--- config.mk ---
export PLATFORM = sky130hd
export DESIGN_NAME = ina220_reader
export DESIGN_NICKNAME = d
export VERILOG_FILES = /design/src/rtl/ina220_reader.sv
export SDC_FILE = /design/constraint.sdc
export NUM_CORES = 1
export LEC_CHECK = 0
export CORE_UTILIZATION = 35
export DETAILED_ROUTE_END_ITERATION = 12
export PLACE_DENSITY = 0.57
export SLEW_MARGIN = 20
export SYNTH_ARGS = -nofsm -noshare
export SYNTH_HDL_FRONTEND = slang
export SYNTH_SLANG_ARGS = --single-unit
--- constraint.sdc ---
create_clock -name PCLK -period 5.5 [get_ports PCLK]
set_clock_uncertainty 0.15 [all_clocks]
set_input_delay 1.1 -clock PCLK [delete_from_list [all_inputs] [get_ports PCLK]]
set_output_delay 1.1 -clock PCLK [all_outputs]
set_load 0.03 [all_outputs]
--- src/rtl/ina220_reader.sv ---
// ina220_reader
// Reads one 16-bit INA220 register through a CoreI2C master-mode instance.
// The block drives CoreI2C over APB3 and runs the I2C transaction itself:
// START, SLA+W, pointer write, repeated START, SLA+R, MSB read with ACK,
// LSB read with NACK, STOP. After every CTRL write it polls STAT until the
// bus has settled, then compares the result with the status expected for
// that step.
//
// Ports
//   PCLK, PRESETN      clock (rising edge), asynchronous active-low reset
//   START, REG_PTR     one-cycle read request and INA220 register pointer
//   PADDR .. PWRITE    APB3 master outputs to CoreI2C
//   PRDATA, PREADY     APB3 read data and ready from CoreI2C
//   DATA_OUT           last good register value {MSB, LSB}
//   DATA_VALID         one-cycle pulse when DATA_OUT updates
//   BUSY               high from START acceptance until the sequence ends
//   ERR, ERR_CODE      sticky error flag and the offending status byte
//   DBG_STATE          current sequencer state, for debug and checkers
//
// APB handshake: an access starts with a setup cycle (PSEL=1, PENABLE=0),
// followed by access cycles (PSEL=1, PENABLE=1). The access ends on the
// first rising edge that sees PREADY=1; address, data and direction stay
// constant until then. PSEL and PENABLE then return to 0 for at least one
// cycle before the next setup cycle.
module ina220_reader #(
    parameter logic [6:0]  DEV_ADDR   = 7'h40,
    parameter logic [15:0] POLL_LIMIT = 16'd50000,
    parameter logic [2:0]  CR_BITS    = 3'b000
) (
    input  logic        PCLK,
    input  logic        PRESETN,
    input  logic        START,
    input  logic [7:0]  REG_PTR,
    output logic [8:0]  PADDR,
    output logic [7:0]  PWDATA,
    output logic        PSEL,
    output logic        PENABLE,
    output logic        PWRITE,
    input  logic [7:0]  PRDATA,
    input  logic        PREADY,
    output logic [15:0] DATA_OUT,
    output logic        DATA_VALID,
    output logic        BUSY,
    output logic        ERR,
    output logic [7:0]  ERR_CODE,
    output logic [2:0]  DBG_STATE
);

    localparam logic [8:0] ADDR_CTRL = 9'h000;
    localparam logic [8:0] ADDR_STAT = 9'h004;
    localparam logic [8:0] ADDR_DATA = 9'h008;

    // CR2 sits in CTRL bit 7; CR1/CR0 sit in bits 1 and 0.
    localparam logic [7:0] CR_MASK   = {CR_BITS[2], 5'b00000, CR_BITS[1:0]};
    localparam logic [7:0] CTRL_STOP = 8'h50 | CR_MASK;
    localparam logic [7:0] STAT_IDLE = 8'hF8;

    // The state names the APB operation in progress; the phase tracks where
    // that operation is within its APB access.
    typedef enum logic [2:0] {
        ST_IDLE    = 3'd0,
        ST_DATA_WR = 3'd1,
        ST_CTRL_WR = 3'd2,
        ST_POLL    = 3'd3,
        ST_DATA_RD = 3'd4,
        ST_ABORT   = 3'd5
    } state_t;

    typedef enum logic [1:0] {
        PH_LAUNCH = 2'd0,
        PH_SETUP  = 2'd1,
        PH_ACCESS = 2'd2
    } phase_t;

    state_t      state;
    phase_t      phase;
    logic [3:0]  step;
    logic [7:0]  reg_ptr_q;
    logic [7:0]  msb_q;
    logic [7:0]  lsb_q;
    logic [15:0] poll_cnt;
    logic        just_done;

    logic [8:0]  op_addr;
    logic [7:0]  op_wdata;
    logic        op_write;
    logic [7:0]  ctrl_base;
    logic [7:0]  exp_status;
    logic [3:0]  step_nxt;
    logic [15:0] cnt_nxt;
    state_t      next_op;

    assign DBG_STATE = state;

    always_comb begin
        step_nxt = step + 4'd1;
        cnt_nxt  = poll_cnt + 16'd1;

        case (step)
            4'd1, 4'd4: ctrl_base = 8'h60;   // ENS1 | STA
            4'd6:       ctrl_base = 8'h44;   // ENS1 | AA, ACK the MSB
            4'd8:       ctrl_base = 8'h50;   // ENS1 | STO
            default:    ctrl_base = 8'h40;   // ENS1 only
        endcase

        case (step)
            4'd1:    exp_status = 8'h08;
            4'd2:    exp_status = 8'h18;
            4'd3:    exp_status = 8'h28;
            4'd4:    exp_status = 8'h10;
            4'd5:    exp_status = 8'h40;
            4'd6:    exp_status = 8'h50;
            4'd7:    exp_status = 8'h58;
            default: exp_status = 8'h00;
        endcase

        // Steps 2, 3 and 5 load DATA before their CTRL write.
        if (step_nxt == 4'd2 || step_nxt == 4'd3 || step_nxt == 4'd5)
            next_op = ST_DATA_WR;
        else
            next_op = ST_CTRL_WR;

        op_addr  = ADDR_CTRL;
        op_wdata = 8'h00;
        op_write = 1'b0;
        case (state)
            ST_DATA_WR: begin
                op_addr  = ADDR_DATA;
                op_write = 1'b1;
                case (step)
                    4'd2:    op_wdata = {DEV_ADDR, 1'b0};
                    4'd3:    op_wdata = reg_ptr_q;
                    default: op_wdata = {DEV_ADDR, 1'b1};
                endcase
            end
            ST_CTRL_WR: begin
                op_addr  = ADDR_CTRL;
                op_write = 1'b1;
                op_wdata = ctrl_base | CR_MASK;
            end
            ST_POLL:    op_addr = ADDR_STAT;
            ST_DATA_RD: op_addr = ADDR_DATA;
            ST_ABORT: begin
                op_addr  = ADDR_CTRL;
                op_write = 1'b1;
                op_wdata = CTRL_STOP;
            end
            default: ;
        endcase
    end

    always_ff @(posedge PCLK or negedge PRESETN) begin
        if (!PRESETN) begin
            state      <= ST_IDLE;
            phase      <= PH_LAUNCH;
            step       <= 4'd0;
            reg_ptr_q  <= 8'h00;
            msb_q      <= 8'h00;
            lsb_q      <= 8'h00;
            poll_cnt   <= 16'd0;
            just_done  <= 1'b0;
            PADDR      <= 9'h000;
            PWDATA     <= 8'h00;
            PSEL       <= 1'b0;
            PENABLE    <= 1'b0;
            PWRITE     <= 1'b0;
            DATA_OUT   <= 16'h0000;
            DATA_VALID <= 1'b0;
            BUSY       <= 1'b0;
            ERR        <= 1'b0;
            ERR_CODE   <= 8'h00;
        end else begin
            DATA_VALID <= 1'b0;
            case (state)
                ST_IDLE: begin
                    // just_done blocks a START that coincides with BUSY falling.
                    just_done <= 1'b0;
                    phase     <= PH_LAUNCH;
                    if (START && !just_done) begin
                        reg_ptr_q <= REG_PTR;
                        BUSY      <= 1'b1;
                        ERR       <= 1'b0;
                        ERR_CODE  <= 8'h00;
                        step      <= 4'd1;
                        state     <= ST_CTRL_WR;
                    end
                end
                default: begin
                    case (phase)
                        PH_LAUNCH: begin
                            // PSEL is low in this cycle, which provides the
                            // idle gap between consecutive accesses.
                            PSEL    <= 1'b1;
                            PENABLE <= 1'b0;
                            PADDR   <= op_addr;
                            PWDATA  <= op_wdata;
                            PWRITE  <= op_write;
                            phase   <= PH_SETUP;
                        end
                        PH_SETUP: begin
                            PENABLE <= 1'b1;
                            phase   <= PH_ACCESS;
                        end
                        default: begin
                            if (PREADY) begin
                                PSEL    <= 1'b0;
                                PENABLE <= 1'b0;
                                PWRITE  <= 1'b0;
                                PWDATA  <= 8'h00;
                                phase   <= PH_LAUNCH;
                                case (state)
                                    ST_DATA_WR: state <= ST_CTRL_WR;
                                    ST_CTRL_WR: begin
                                        if (step == 4'd8) begin
                                            state      <= ST_IDLE;
                                            BUSY       <= 1'b0;
                                            DATA_OUT   <= {msb_q, lsb_q};
                                            DATA_VALID <= 1'b1;
                                            just_done  <= 1'b1;
                                        end else begin
                                            state    <= ST_POLL;
                                            poll_cnt <= 16'd0;
                                        end
                                    end
                                    ST_POLL: begin
                                        poll_cnt <= cnt_nxt;
                                        if (PRDATA == STAT_IDLE) begin
                                            // Still busy on the bus; poll again
                                            // unless the read budget is spent.
                                            if (cnt_nxt >= POLL_LIMIT) begin
                                                ERR      <= 1'b1;
                                                ERR_CODE <= 8'hFF;
                                                state    <= ST_ABORT;
                                            end
                                        end else if (PRDATA == exp_status) begin
                                            if (step == 4'd6 || step == 4'd7) begin
                                                state <= ST_DATA_RD;
                                            end else begin
                                                step  <= step_nxt;
                                                state <= next_op;
                                            end
                                        end else begin
                                            ERR      <= 1'b1;
                                            ERR_CODE <= PRDATA;
                                            state    <= ST_ABORT;
                                        end
                                    end
                                    ST_DATA_RD: begin
                                        if (step == 4'd6)
                                            msb_q <= PRDATA;
                                        else
                                            lsb_q <= PRDATA;
                                        step  <= step_nxt;
                                        state <= next_op;
                                    end
                                    ST_ABORT: begin
                                        state     <= ST_IDLE;
                                        BUSY      <= 1'b0;
                                        just_done <= 1'b1;
                                    end
                                    default: state <= ST_IDLE;
                                endcase
                            end
                        end
                    endcase
                end
            endcase
        end
    end

endmodule

==> flow_metrics.tcl, run 1 <==
set metrics [dict create \
    synth_seq_cells 90 \
    core-area_um2 12600 \
    die_w_um 116 \
    cp.arrival_ns 3.22 \
    drt_iter0_drc 173 \
    dp_hpwl_um 7390 \
    final.setup.tns_ns 0 \
    grt_pass1_vias 3310 \
    max_freq_mhz 318 \
    critPathKind "in2reg" \
    dieArea_um2 13400 \
    avgSynthCellArea_um2 10.7 \
    yosys.area.top_type "dfrtp_1" \
    cp_data_required_time_ns 5.57 \
    ctsResizeCount 0 \
    clock_latency_ns 0.34 \
    ys_top_cells_by_count "dfrtp_1 (90), nand2_1 (41), nor2_1 (32)" \
    yosysSeqAreaShare_pct 49.6 \
    wl_per_cell_um 16.1 \
    postCtsHoldBufs 0 \
    grt_max_degree 58 \
    clk_path_buf_depth 2 \
    critPathLaunchType "input port" \
    max_cap_violations 0 \
    power.total_mw 2.58 \
    synth_top_area_share_pct 49.6 \
    end_kind "flip-flop" \
    yosysMostFrequentCell "dfrtp_1" \
    final_hold_viol_count 0 \
    numCtsBuffers 9 \
    drtAntennaViolNets 0 \
    grt-ovfl-total 0 \
    drive_gt1_share_pct 12.4 \
    synth_edf_count 0 \
    vias_per_cell 5.15 \
    ir_drop_v 0.000278 \
    h-tree-depth 3 \
    cts_root_buffer "clkbuf_16" \
    synth_cell_type_count 66 \
    post_cts_buffers 0 \
    period_share_pct 57.3 \
    dpl_cell_area_um2 5280 \
    power_density_nw_per_um2 463 \
    wirelength_um 10600 \
    numPortBuffers 62 \
    fillers 1245 \
    gp_congestion 0.770 \
    synth_ff_type "dfrtp_1" \
    antenna_cells 0 \
    cts_tree "done" \
    rows 41 \
    holdWs_ns 0.331 \
    rsz0062_at_grt "false" \
    antenna_found_initial 0 \
    drt-pass1-iter-count 4 \
    grt_pass1_wl_um 17600 \
    fin_crit_ns 3.15 \
    die_h_um 116 \
    initial_core_util_pct 36.0 \
    synth.area.top_cells "dfrtp_1 (50%), mux2_2 (6.0%), mux2_1 (4.0%)" \
    cp_max_fo 17 \
    io_pins 70 \
    power_leakage_nw 2.42 \
    area.growth.synth_to_final_pct 22.9 \
    drc 0 \
    syn-cell-area_um2 4540 \
    status "finished, final reports clean" \
    layout.nets 505 \
    clk_pin_slew_ns 0.06 \
    clkSinkCount 90 \
    worst_slew_pin_slew_ns 0.924 \
    synth_cells 423 \
    fin_area_um2 5580 \
    async_flop_share_pct 100 \
    yosys_warnings 0 \
    setup_viol 0 \
    grt_use_total_pct 17.1 \
    hp-class "reg2reg" \
    slew_violations 0 \
    vias 3374 \
    relSlewSlack_pct 38.1 \
]
==> logic make-up after synthesis <==
logic type	count (synthesis)	share of synthesized area, %
multiplexers	46	11.4
AND/OR/NAND/NOR	145	17.8
buffers and inverters	32	3.56
XOR/XNOR	9	1.90
flip-flops	90	49.6
adder cells (fa/ha/maj)	6	1.65
other	1	0.0826
AO/OA/AOI/OAI	94	14.1
==> per-layer routing <==
layer  track usage, %  up-vias  wire [µm]
li1                 -     1636          -
met1             23.2     1683       4950
met2             27.9       48       5190
met3             3.66        7        342
met4             4.62        0         75
met5                0        -          0
==> final cells by class <==
class	count	area, µm²	share of cell area, %
Sequential cell	90	2250	40.4
Multi-Input combinational cell	307	2150	38.6
Timing Repair Buffer	64	633	11.3
Clock buffer	12	236	4.24
Tap cell	172	215	3.86
Clock inverter	3	65.1	1.17
Inverter	7	26.3	0.471
==> stage by stage <==
step / utilization (%) / instances / setup slack (ns)
6_report: 44.2 / 655 / 2.35
5_1_grt: 44.2 / 655 / 2.14
4_1_cts: 44.2 / 655 / 2.35
3_5_place_dp: 41.8 / 640 / 2.01
3_3_place_gp: 41.8 / 640 / 2.00
2_1_floorplan: - / 429 / 2.88
==> worst paths after layout <==
path	from	end	slack (ns)	cells after the start
worst max-delay path	PREADY	DATA_OUT[4]	2.35	5
worst min-delay path	PADDR[2]	PADDR[2]	0.33	2
worst max register to register	step[0]	step[2]	2.67	8
worst min register to register	PADDR[2]	PADDR[2]	0.33	2
max in group asynchronous	PRESETN	poll_cnt[9]	3.56	2
min in group asynchronous	PRESETN	DATA_OUT[14]	0.55	1
==> worst max-delay path, cell delays in order <==
cell and delay, ns:
clkdlybuf4s50_1 0.56, nand2_1 0.10, nor2_1 0.25, and3_1 0.81, mux2_1 0.39
==> layout by cell type (no fill, tap or decap), types with 8 or more instances in the layout <==
master,count
clkbuf_16,9
mux2_1,16
clkdlybuf4s50_1,61
a21oi_1,15
dfrtp_1,90
o31ai_1,8
nand3_1,10
and3_1,8
o21ai_1,24
nor2_1,32
nand2_1,41
o21ai_0,11
mux2_2,24
nor3_1,9
==> flip-flops by register name, indices dropped and copies added (netlist names), 2 cells and up <==
signal and flops:
ERR_CODE 8, DBG_STATE 3, DATA_OUT 16, step 4
poll_cnt 16, lsb_q 8, phase 2, PWDATA 8
reg_ptr_q 8, PADDR 2, msb_q 8
==> where the power goes <==
part / internal [mW] / total [mW] / switching [mW]
Clock: 0.396 / 0.644 / 0.249
Sequential: 0.831 / 0.991 / 0.160
Combinational: 0.384 / 0.945 / 0.561
Total: 1.61 / 2.58 / 0.969
Power figures use the tool's default switching activity.
==> run 2: changes to the inputs <==
clock period = 3.2 ns   (was 5.5 ns; I/O delays follow)
==> flow_metrics.tcl, run 2 (synthesized netlist as in run 1, its figures left out) <==
set metrics [dict create \
    status "finished, final reports clean" \
    numCtsBuffers 9 \
    drive_gt1_share_pct 14.2 \
    gp_congestion 0.820 \
    instances_no_fill 664 \
    crit_path_max_incr_delay_ns 0.47 \
    dp_cells 650 \
    ctsResizeCount 0 \
    cts_root_buffer "clkbuf_16" \
    core-area_um2 12600 \
    crit_path_start "step[0]" \
    rr_startpoint "step[0]" \
    initial_core_util_pct 36.0 \
    vias 3403 \
    max_cap_violations 0 \
    relSlewSlack_pct 55.4 \
    vias_per_cell 5.13 \
    final.setup.tns_ns 0 \
    final_hold_viol_count 0 \
    drt_iter0_drc 162 \
    post_cts_buffers 0 \
    reg2regPathDepth 8 \
    grt_use_total_pct 17.0 \
    rrSetupSlack_ns 0.37 \
    fillers 1223 \
    timing.rr.end "step[2]" \
    fin_crit_ns 2.83 \
    layout_common_cells "dfrtp_1 (90), clkdlybuf4s50_1 (61), nand2_1 (41)" \
    clock_latency_ns 0.34 \
    multi_input_comb_area_um2 2150 \
    period_share_pct 88.5 \
    grt_pass1_wl_um 17600 \
    hp-class "in2async" \
    dieArea_um2 13400 \
    ir_drop_v 0.000422 \
    grt-ovfl-total 0 \
    cp_max_fo 10 \
    drt-pass1-iter-count 4 \
    use_met3_pct 3.50 \
    rsz0062_at_grt "false" \
    rows 41 \
    path_delay_family "simple AND/OR/NAND/NOR gates" \
    antenna_found_initial 0 \
    cts_tree "done" \
    wl_per_cell_um 15.6 \
    seq_area_um2 2250 \
    holdWs_ns 0.180 \
    worst_slew_pin_slew_ns 0.668 \
    clk_pin_slew_ns 0.06 \
    cp.arrival_ns 2.89 \
    clk_path_buf_depth 2 \
    clkSinkCount 90 \
    setup_viol 0 \
    power_leakage_nw 2.48 \
    slew_violations 0 \
    die_h_um 116 \
    fin_util_pct 44.9 \
    numPortBuffers 62 \
    postCtsHoldBufs 0 \
    layout_commonest_cell "dfrtp_1" \
    max_freq_mhz 353 \
    worstPathCellList "ha_1, nor3b_1, xnor2_1, nand2_1, nor4_2, o221ai_2, o21ai_1, o31ai_1" \
    critPathLaunchType "flip-flop" \
    grt_pass1_vias 3452 \
    die_w_um 116 \
    slowest_stage "nor4_2" \
    power.total_mw 4.50 \
    power_density_nw_per_um2 794 \
    antenna_cells 0 \
    critPathKind "reg2reg" \
    cp_data_required_time_ns 3.26 \
    top_usage_layer "met2" \
    wirelength_um 10400 \
    met1_usage_pct 23.2 \
    end_kind "flip-flop" \
    grt_max_degree 52 \
    critPathBufInv 0 \
    dp_hpwl_um 7440 \
    top_regs "DATA_OUT: 16 flops, poll_cnt: 16 flops" \
    io_pins 70 \
    h-tree-depth 3 \
    grt_use_met2_pct 26.6 \
    layout.nets 515 \
    drc 0 \
    drtAntennaViolNets 0 \
    area.growth.synth_to_final_pct 24.9 \
]
run 2: cell count changes in the layout (fill, tap and decap cells not counted):
cell      change
clkbuf_8      +1
clkbuf_1      -2
o21ai_1       +1
buf_4         +9
o21ai_2       -1
buf_12        +1
run 2: cell type report:
cell class	instances	share of cell area, %
Sequential cell	90	39.7
Multi-Input combinational cell	307	37.9
Timing Repair Buffer	74	12.7
Clock buffer	11	4.28
Tap cell	172	3.80
Clock inverter	3	1.15
Inverter	7	0.463
run 2: how the worst max path moves through the flow:
stage | to | cells after the start | slack [ns]
detailed placement | ERR_CODE[4] | 8 | 0.23
global route | step[2] | 8 | 0.08
floorplan | ERR_CODE[3] | 9 | 0.80
CTS | step[2] | 8 | 0.35
global placement | ERR_CODE[3] | 7 | 0.27
finish | step[2] | 8 | 0.37
run 2: through the flow:
stage	instance area [µm²]	worst slack [ns]
floorplan	4560	0.797
global placement	5360	0.274
detailed placement	5360	0.234
CTS	5670	0.347
global route	5670	0.0792
finish	5670	0.366
run 2: power by group:
| group | switching [mW] | total (mW) | internal [mW] |
|---|---|---|---|
| registers | 0.213 | 1.64 | 1.43 |
| logic | 1.03 | 1.75 | 0.714 |
| clock network | 0.418 | 1.11 | 0.696 |
| total | 1.66 | 4.50 | 2.84 |
run 2: routing by layer:
layer / vias up / routed length, µm
met5: - / 0
met4: 0 / 184
met3: 14 / 340
met2: 51 / 4890
met1: 1665 / 4960
li1: 1673 / -
run 2: worst register-to-register path, delay by kind of cell, from the launching register on:
| family | cells | cell delay [ns] |
|---|---|---|
| simple gates | 3 | 1.00 |
| compound gates | 3 | 0.55 |
| flops | 1 | 0.43 |
| fa+ha+maj | 1 | 0.41 |
| xor+xnor | 1 | 0.17 |
==> run 3: changes to the inputs <==
CAP_MARGIN = 20   (was not set)
DONT_BUFFER_PORTS = 1   (was not set)
PLACE_DENSITY = 0.5   (was 0.57)
==> flow_metrics.tcl, run 3 (synthesized netlist as in run 1, its figures left out) <==
set metrics [dict create \
    status "finished, final reports clean" \
    numCtsBuffers 9 \
    max_freq_mhz 354 \
    setup_slack_ns 0.378 \
    crit_path_max_incr_delay_ns 0.49 \
    drt-pass1-iter-count 4 \
    wirelength_um 10300 \
    dp_cells 588 \
    cts_tree "done" \
    fin_crit_ns 2.82 \
    fin_area_um2 5010 \
    antenna_found_initial 0 \
    dpl_cell_area_um2 4730 \
    worst_slew_pin_slew_ns 0.667 \
    final_hold_viol_count 0 \
    layout_common_cells "dfrtp_1 (90), nand2_1 (41), nor2_1 (32)" \
    power_density_nw_per_um2 802 \
    instances_no_fill 602 \
    max_cap_violations 0 \
    rsz0062_at_grt "false" \
    critPathLaunchType "flip-flop" \
    top_regs "DATA_OUT: 16 flops, poll_cnt: 16 flops" \
    period_share_pct 88.2 \
    clock_latency_ns 0.34 \
    drtAntennaViolNets 0 \
    clk_pin_slew_ns 0.06 \
    drc 0 \
    hp-class "in2async" \
    clk_path_buf_depth 2 \
    final.setup.tns_ns 0 \
    cp_data_required_time_ns 3.28 \
    post_cts_buffers 0 \
    rows 41 \
    worstPathCellList "ha_1, nor3b_1, xnor2_1, nand2_1, nor4_2, o221ai_2, a22o_1" \
    drt_iter0_drc 215 \
    slew_violations 0 \
    power_leakage_nw 2.23 \
    h-tree-depth 3 \
    ir_drop_v 0.000410 \
    layout.nets 454 \
    pre_cts_slack_ns 0.422 \
    antenna_cells 0 \
    grt-ovfl-total 0 \
    grt_pass1_vias 3206 \
    cp.arrival_ns 2.90 \
    cp_max_fo 10 \
    wl_per_cell_um 17.1 \
    grt_pass1_wl_um 17400 \
    critPathKind "reg2reg" \
    vias_per_cell 5.26 \
    grt_max_degree 91 \
    layout_commonest_cell "dfrtp_1" \
    postCtsHoldBufs 1 \
    ctsResizeCount 0 \
    gp_congestion 0.814 \
    fillers 1288 \
    numPortBuffers 0 \
    slowest_stage "nor4_2" \
    die_w_um 116 \
    core-area_um2 12600 \
    grt_use_total_pct 17.0 \
    initial_core_util_pct 36.0 \
    end_kind "flip-flop" \
    area.growth.synth_to_final_pct 10.3 \
    drive_gt1_share_pct 16.3 \
    dp_hpwl_um 7220 \
    die_h_um 116 \
    vias 3165 \
    setup_viol 0 \
    holdWs_ns 0.0724 \
    clkSinkCount 90 \
    cts_root_buffer "clkbuf_16" \
    io_pins 70 \
    dieArea_um2 13400 \
    relSlewSlack_pct 55.2 \
]
==> run 3: cell types whose count changed in the layout (fill, tap and decap cells not counted), sizes merged <==
| cell | delta |
|---|---|
| clkdlybuf4s50 | -61 |
| bufinv | -2 |
| clkbuf | -2 |
| clkinv | +2 |
| clkinvlp | +1 |
==> run 3: where the power goes <==
group	internal, mW	switching (mW)
combinational	0.459	0.650
sequential	1.43	0.549
clock	0.508	0.421
total	2.39	1.62
==> run 3: stage by stage <==
stage	total power, mW	utilization, %
floorplan	2.75	-
global placement	3.07	37.5
detailed placement	3.09	37.5
CTS	4.07	39.7
global route	4.29	39.7
finish	4.01	39.7
==> run 3: routing by layer <==
layer  share of wire, %  wire, µm  global-route usage, %  up-vias
met2                 48      4970                   27.4       57
met5                  0         0                      0        -
met3                5.7       586                   5.65       10
met1                 45      4610                   21.7     1572
li1                   -         -                      -     1526
met4                1.2       120                   4.87        0
==> run 3: worst paths after layout <==
path                               start            to  slack (ns)  cells past startpoint
worst min-delay path             PRESETN   ERR_CODE[2]        0.07                      1
worst max register to register   step[0]       step[3]        0.38                      7
max in group asynchronous        PRESETN  reg_ptr_q[0]        2.49                      1
worst max-delay path             step[0]       step[3]        0.38                      7
worst min register to register  lsb_q[2]   DATA_OUT[2]        0.34                      1
min in group PCLK                 PREADY      phase[1]        0.24                      1
==> run 3: cell type report <==
| class | instances | area [µm²] | area share (%) |
|---|---|---|---|
| clock buffers | 9 | 225 | 4.50 |
| clock inverters | 4 | 22.5 | 0.450 |
| inverters | 7 | 26.3 | 0.525 |
| multi-input cells | 307 | 2150 | 42.9 |
| flip-flops and latches | 90 | 2250 | 45.0 |
| well taps | 172 | 215 | 4.30 |
| repair buffers | 13 | 118 | 2.35 |
==> run 3: critical path: cells and delay by family (launching register included) <==
kind / cells / cell delay (ns)
flip-flops: 1 / 0.43
AND/OR/NAND/NOR: 3 / 0.99
adder cells (fa/ha/maj): 1 / 0.38
AO/OA/AOI/OAI: 2 / 0.58
XOR/XNOR: 1 / 0.18
